`src/rtl/cw_key_pkg.sv`:
```
// Shared types and elaboration helpers for the key conditioner.
package cw_key_pkg;

  typedef enum logic [2:0] {
    ST_IDLE,
    ST_DEB_PRESS,
    ST_HELD,
    ST_REPEAT,
    ST_DEB_REL
  } key_state_e;

  function automatic int ms_to_cycles(input int ms, input int clk_hz);
    return (ms * clk_hz) / 1000;
  endfunction

  // One counter width wide enough for every timer in a channel.
  function automatic int cnt_width(input int deb, input int long_c, input int rpt);
    int m;
    m = deb;
    if (long_c > m) m = long_c;
    if (rpt > m) m = rpt;
    return $clog2(m + 1);
  endfunction

endpackage

```
`src/rtl/cw_key_channel.sv`:
```
// One key: 2-flop synchronizer, debounce/hold/repeat FSM and registered event outputs.
//   state        | meaning
//   ST_IDLE      | key released and stable
//   ST_DEB_PRESS | pressed level seen, counting stable press time
//   ST_HELD      | accepted press, counting toward long-press
//   ST_REPEAT    | long-press reached, emitting auto-repeat steps
//   ST_DEB_REL   | released level seen, counting stable release time
module cw_key_channel
  import cw_key_pkg::*;
#(
  parameter int DEB  = 20,
  parameter int LONG = 800,
  parameter int RPT  = 200,
  parameter int CW   = 10
) (
  input  logic Clk,
  input  logic pRst,
  input  logic key_n,
  input  logic en,
  output logic level,
  output logic press_pulse,
  output logic release_pulse,
  output logic long_pulse,
  output logic step
);

  localparam logic [CW-1:0] ONE     = CW'(1);
  localparam logic [CW-1:0] DEB_C   = CW'(DEB);
  localparam logic [CW-1:0] LONG_C  = CW'(LONG);
  localparam logic [CW-1:0] LONG_M1 = CW'(LONG - 1);
  localparam logic [CW-1:0] RPT_M1  = CW'(RPT - 1);

  key_state_e    state_q, state_d;
  logic [1:0]    sync_q, sync_d;
  logic [CW-1:0] cnt_q, cnt_d, hold_q, hold_d, rep_q, rep_d;
  logic          origin_q, origin_d;
  logic          level_q, level_d, press_q, press_d, rel_q, rel_d;
  logic          long_q, long_d, step_q, step_d;
  logic          s, adv_held, adv_rep;

  assign s = ~sync_q[1];

  always_comb begin
    sync_d   = {sync_q[0], key_n};
    state_d  = state_q;
    cnt_d    = cnt_q;
    hold_d   = hold_q;
    rep_d    = rep_q;
    origin_d = origin_q;
    level_d  = level_q;
    press_d  = 1'b0;
    rel_d    = 1'b0;
    long_d   = 1'b0;
    step_d   = 1'b0;
    adv_held = 1'b0;
    adv_rep  = 1'b0;
    case (state_q)
      ST_IDLE: if (s) begin
        state_d = ST_DEB_PRESS;
        cnt_d   = ONE;
      end
      ST_DEB_PRESS: begin
        if (!s) begin
          state_d = ST_IDLE;
          cnt_d   = '0;
        end else if (cnt_q == DEB_C) begin
          state_d = ST_HELD;
          level_d = 1'b1;
          press_d = en;
          step_d  = en;
          hold_d  = '0;
          cnt_d   = '0;
        end else begin
          cnt_d = cnt_q + ONE;
        end
      end
      ST_HELD: begin
        if (!s) begin
          state_d  = ST_DEB_REL;
          cnt_d    = ONE;
          origin_d = 1'b0;
        end else begin
          adv_held = 1'b1;
        end
      end
      ST_REPEAT: begin
        if (!s) begin
          state_d  = ST_DEB_REL;
          cnt_d    = ONE;
          origin_d = 1'b1;
        end else begin
          adv_rep = 1'b1;
        end
      end
      ST_DEB_REL: begin
        // A release bounce resumes the origin timer on this very edge, so only
        // the cycles actually spent in ST_DEB_REL are lost from the schedule.
        if (s) begin
          state_d  = origin_q ? ST_REPEAT : ST_HELD;
          cnt_d    = '0;
          adv_held = ~origin_q;
          adv_rep  = origin_q;
        end else if (cnt_q == DEB_C) begin
          state_d = ST_IDLE;
          level_d = 1'b0;
          rel_d   = en;
          cnt_d   = '0;
        end else begin
          cnt_d = cnt_q + ONE;
        end
      end
      default: state_d = ST_IDLE;
    endcase
    if (adv_held) begin
      if (hold_q == LONG_M1) begin
        hold_d  = LONG_C;
        long_d  = en;
        state_d = ST_REPEAT;
        rep_d   = '0;
      end else if (hold_q != LONG_C) begin
        hold_d = hold_q + ONE;
      end
    end
    if (adv_rep) begin
      if (rep_q == RPT_M1) begin
        rep_d  = '0;
        step_d = en;
      end else begin
        rep_d = rep_q + ONE;
      end
    end
  end

  always_ff @(posedge Clk or posedge pRst) begin
    if (pRst) begin
      sync_q   <= 2'b11;
      state_q  <= ST_IDLE;
      cnt_q    <= '0;
      hold_q   <= '0;
      rep_q    <= '0;
      origin_q <= 1'b0;
      level_q  <= 1'b0;
      press_q  <= 1'b0;
      rel_q    <= 1'b0;
      long_q   <= 1'b0;
      step_q   <= 1'b0;
    end else begin
      sync_q   <= sync_d;
      state_q  <= state_d;
      cnt_q    <= cnt_d;
      hold_q   <= hold_d;
      rep_q    <= rep_d;
      origin_q <= origin_d;
      level_q  <= level_d;
      press_q  <= press_d;
      rel_q    <= rel_d;
      long_q   <= long_d;
      step_q   <= step_d;
    end
  end

  assign level         = level_q;
  assign press_pulse   = press_q;
  assign release_pulse = rel_q;
  assign long_pulse    = long_q;
  assign step          = step_q;

endmodule

```
`src/rtl/cw_key_conditioner.sv`:
```
// Multi-key debounce/long-press/auto-repeat conditioner feeding the adjust counters.
module cw_key_conditioner
  import cw_key_pkg::*;
#(
  parameter int N_KEYS      = 3,
  parameter int CLK_HZ      = 1000,
  parameter int DEBOUNCE_MS = 20,
  parameter int LONG_MS     = 800,
  parameter int REPEAT_MS   = 200
) (
  input  logic              Clk,
  input  logic              pRst,
  input  logic [N_KEYS-1:0] i_Key_n,
  input  logic              i_Enable,
  output logic [N_KEYS-1:0] o_Level,
  output logic [N_KEYS-1:0] o_Press_Pulse,
  output logic [N_KEYS-1:0] o_Release_Pulse,
  output logic [N_KEYS-1:0] o_Long_Pulse,
  output logic [N_KEYS-1:0] o_Step
);

  localparam int DEB  = ms_to_cycles(DEBOUNCE_MS, CLK_HZ);
  localparam int LONG = ms_to_cycles(LONG_MS, CLK_HZ);
  localparam int RPT  = ms_to_cycles(REPEAT_MS, CLK_HZ);
  localparam int CW   = cnt_width(DEB, LONG, RPT);

  if (DEB < 1 || LONG <= DEB || RPT < 1) begin : g_bad_params
    $error("cw_key_conditioner: illegal timing parameters");
  end

  // Enable gating happens at each channel's pulse register input so a
  // disabled event is dropped while the outputs stay registered.
  for (genvar k = 0; k < N_KEYS; k++) begin : g_key
    cw_key_channel #(
      .DEB (DEB),
      .LONG(LONG),
      .RPT (RPT),
      .CW  (CW)
    ) u_ch (
      .Clk          (Clk),
      .pRst         (pRst),
      .key_n        (i_Key_n[k]),
      .en           (i_Enable),
      .level        (o_Level[k]),
      .press_pulse  (o_Press_Pulse[k]),
      .release_pulse(o_Release_Pulse[k]),
      .long_pulse   (o_Long_Pulse[k]),
      .step         (o_Step[k])
    );
  end

endmodule

```
`config.mk`:
```
export PLATFORM = sky130hd
export DESIGN_NAME = cw_key_conditioner
export DESIGN_NICKNAME = d
export VERILOG_FILES = /design/src/rtl/cw_key_pkg.sv /design/src/rtl/cw_key_channel.sv /design/src/rtl/cw_key_conditioner.sv
export SDC_FILE = /design/constraint.sdc
export NUM_CORES = 1
export LEC_CHECK = 0
export BUFFER_PORTS_ARGS = -buffer_cell sky130_fd_sc_hd__buf_2
export CORE_MARGIN = 2
export CORE_UTILIZATION = 31
export CTS_BUF_LIST = sky130_fd_sc_hd__clkbuf_16
export DETAILED_ROUTE_END_ITERATION = 8
export HOLD_SLACK_MARGIN = 0.12
export PLACE_DENSITY_LB_ADDON = 0.15
export SLEW_MARGIN = 30
export SYNTH_ARGS = -nofsm -noshare
export SYNTH_HDL_FRONTEND = slang
export SYNTH_SLANG_ARGS = --single-unit
```
`constraint.sdc`:
```
create_clock -name Clk -period 5.2 [get_ports Clk]
set_clock_uncertainty 0.1 [all_clocks]
set_input_delay 0.78 -clock Clk [delete_from_list [all_inputs] [get_ports Clk]]
set_output_delay 0.78 -clock Clk [all_outputs]
set_load 0.1 [all_outputs]
```
==> run summary <==
Status
• result of the run: completed

Synthesis
• Most used DFF post-synth: dfrtp_1
• netlist area before placement: 6750 µm²
• average footprint of a synthesized cell: 9.26 µm²
• Syn. warnings: 0
• EDFF count, synth: 0
• Cells after Synth: 729
• synthesized flop and latch total: 123
• number of different library cells in the post-synthesis netlist: 63
• register area share after synthesis: 45.7%
• post-synth net total: 750
• fraction of synthesis flops using an asynchronous set or reset pin: 100%

Power and ir drop
• Total Power: 2.23 mW
• Power Density: 296 nW/µm²
• leakage power: 3.28 nW
• maximum ir drop on the vdd rail: 0.000170 V

Timing
• minimum clock period: 2.52 ns
• setup repair after global routing missed its margin: no
• count of final hold-check violations: 0
• worst-margin pin slew: 0.808 ns
• worst hold slack: 0.255 ns
• portion of the clock cycle consumed by the worst path in the final layout: 48.5%
• number of failing setup endpoints in the final timing report: 0
• Max Freq: 397 MHz
• Final Max Slew Viols: 0
• relative slew slack: 46.0%
• Setup TNS Final: 0 ns

Job
• number of maximum-capacitance violations: 0

Route
• overall routed net length: 14.5 mm
• routed via count: 5,295
• Detailed Route Iter0 Violations: 250
• WL per Instance: 14.2 µm
• vias per std cell: 5.19
• DRC Markers: 0
• Antenna Violating Nets Remaining: 0
• DRT Pass-1 Iters: 5

Die
• die span in x: 152 µm
• initial standard-cell utilization of the core: 31.8%
• standard-cell rows: 53
• die height: 152 µm
• num ports: 21
• core area: 21,200 µm²
• DIE AREA: 23,000 µm²

Clock network
• number of hold-repair buffers added at the cts stage: 0
• number of buffers inserted during clock tree synthesis: 17
• H-Tree Depth: 4
• count of instances resized after the clock tree is built: 0
• clock-pin slew of the registers on the worst-case setup and hold paths: 0.06 ns
• number of sinks handled by clock tree synthesis: 123
• Clock Root Buffer: clkbuf_16
• clock tree from TritonCTS: yes
• Post-CTS Setup Bufs: 0
• Clk Latency, worst-skew pair: 0.41 ns
• maximum root-to-sink buffer count: 2

Finish
• share of final-layout standard cells stronger than drive strength 1: 8.45%
• Synth-to-Final Area Change: 11.6%
• number of antenna cells inserted: 0
• most common library cell in the layout ignoring fill and taps: dfrtp_1
• filler instances: 2,121
• Final Util: 35.5%
• commonest cells after routing, fill and taps aside: dfrtp_1, nand2_1, nor2_1
• Total Nets Final: 754

Global routing
• number of global-route vias before repair: 5,061
• Overflow after GRT: 0
• combined global-route utilization of all metal layers: 13.6%
• global-route wire length before repair: 25.0 mm
• largest net degree at the start of global routing: 48
• initial antenna violation count: 0

Critical path
• family of cells with the greatest summed delay on the critical path: compound AO/OA/AOI/OAI gates
• maximum fanout count along the critical path: 15
• crit-path cells: or3b_1, a2111oi_4, a21boi_1, a221o_1
• critical-path cell with the highest stage delay: dfrtp_1
• Slowest Stage Delay on Critical Path: 0.56 ns
• Buffers & Inverters on Critical Path: 0
• CP endpoint kind: flip-flop
• WS Path Type: flip-flop to flip-flop
• crit start category: flip-flop
• data arrival time of the critical path: 2.71 ns
• Required @ worst endpoint: 5.39 ns

Placement
• last weighted congestion value of the routability-driven placer: 0.787
• Post-DP HPWL: 9.73 mm
• count of buffers from port buffering: 20

Hold path
• min-delay worst type: flip-flop to flip-flop

==> cell usage after synthesis (all sizes together) (7+ instances only) <==
cell type	count	share of area, %
a21o	8	0.89
a21oi	41	3.0
a22o	7	0.91
a31oi	12	1.1
and2	7	0.65
and3	20	1.9
buf	17	1.8
clkbuf	21	1.2
dfrtp	117	43
ha	15	2.8
inv	28	1.6
mux2i	8	1.2
nand2	72	4.0
nand2b	13	1.2
nand3	41	3.0
nand4	19	1.8
nand4bb	7	1.2
nor2	66	3.7
nor3	19	1.4
o21ai	46	3.4
or2	8	0.74
or3	16	1.5
xnor2	9	1.2
xor2	21	2.7
==> per-layer routing <==
layer	routed length (µm)	GRT usage, %
met5	0	0
met4	160	4.17
met3	483	3.86
met2	6450	20.6
met1	7440	19.0
==> worst reg2reg max path, stage by stage (launching register included) <==
cell	delay (ns)
dfrtp_1	0.56
or3b_1	0.46
a2111oi_4	0.51
a21boi_1	0.35
a221o_1	0.43
==> final timing paths <==
kind,from,cells after the start,slack (ns),end
worst max-delay path,g_key[2].u_ch.state_q[2]$_DFF_PP0_,4,2.68,g_key[2].u_ch.rep_q[5]$_DFFE_PP0P_
worst min-delay path,g_key[0].u_ch.sync_q[0]$_DFF_PP1_,0,0.26,g_key[0].u_ch.sync_q[1]$_DFF_PP1_
worst max register to register,g_key[2].u_ch.state_q[2]$_DFF_PP0_,4,2.68,g_key[2].u_ch.rep_q[5]$_DFFE_PP0P_
worst min register to register,g_key[0].u_ch.sync_q[0]$_DFF_PP1_,0,0.26,g_key[0].u_ch.sync_q[1]$_DFF_PP1_
max in group asynchronous,pRst,3,3.62,g_key[0].u_ch.hold_q[0]$_DFF_PP0_
min in group asynchronous,pRst,2,0.33,g_key[2].u_ch.cnt_q[7]$_DFFE_PP0P_
==> registers in the layout, summed over array words and instances (netlist names) <==
register,flops
g_key.u_ch.cnt_q,30
g_key.u_ch.release_pulse,3
g_key.u_ch.level,3
g_key.u_ch.step,3
g_key.u_ch.hold_q,30
g_key.u_ch.long_pulse,3
g_key.u_ch.state_q,9
g_key.u_ch.press_pulse,3
g_key.u_ch.rep_q,30
g_key.u_ch.origin_q,3
g_key.u_ch.sync_q,6
==> report_power, final <==
| part | switching [mW] | internal (mW) |
|---|---|---|
| logic | 0.103 | 0.0423 |
| registers | 0.0381 | 0.986 |
| clock network | 0.422 | 0.637 |
==> final cells by class <==
| type | instances | area (µm²) | share of cell area (%) |
|---|---|---|---|
| tap | 275 | 344 | 4.57 |
| inverter | 28 | 108 | 1.43 |
| multi-input combinational | 540 | 3360 | 44.5 |
| clock buffer | 17 | 425 | 5.65 |
| clock inverter | 15 | 92.6 | 1.23 |
| timing repair buffer | 23 | 123 | 1.63 |
| sequential | 123 | 3090 | 41.0 |
==> metrics by stage <==
step	instance area, µm²	worst slack, ns	instances
finish	7530	2.68	1021
global route	7530	2.48	1021
CTS	7530	2.68	1021
detailed placement	7020	2.67	989
global placement	7020	2.72	989
floorplan	6750	1.06	729
==> cell families (layout without fill, tap and decap cells) <==
group | after synthesis | in the layout | synth area share (%)
and+or+nand+nor | 331 | 331 | 26.5
AOI/OAI and AO/OA | 151 | 151 | 14.5
DFF | 123 | 123 | 45.7
buffers and inverters | 66 | 83 | 4.54
xor gates and xnor gates | 30 | 30 | 3.89
adders and majority gates | 15 | 15 | 2.78
muxes | 13 | 13 | 2.08
No activity file was read; power rests on OpenSTA's default activity.
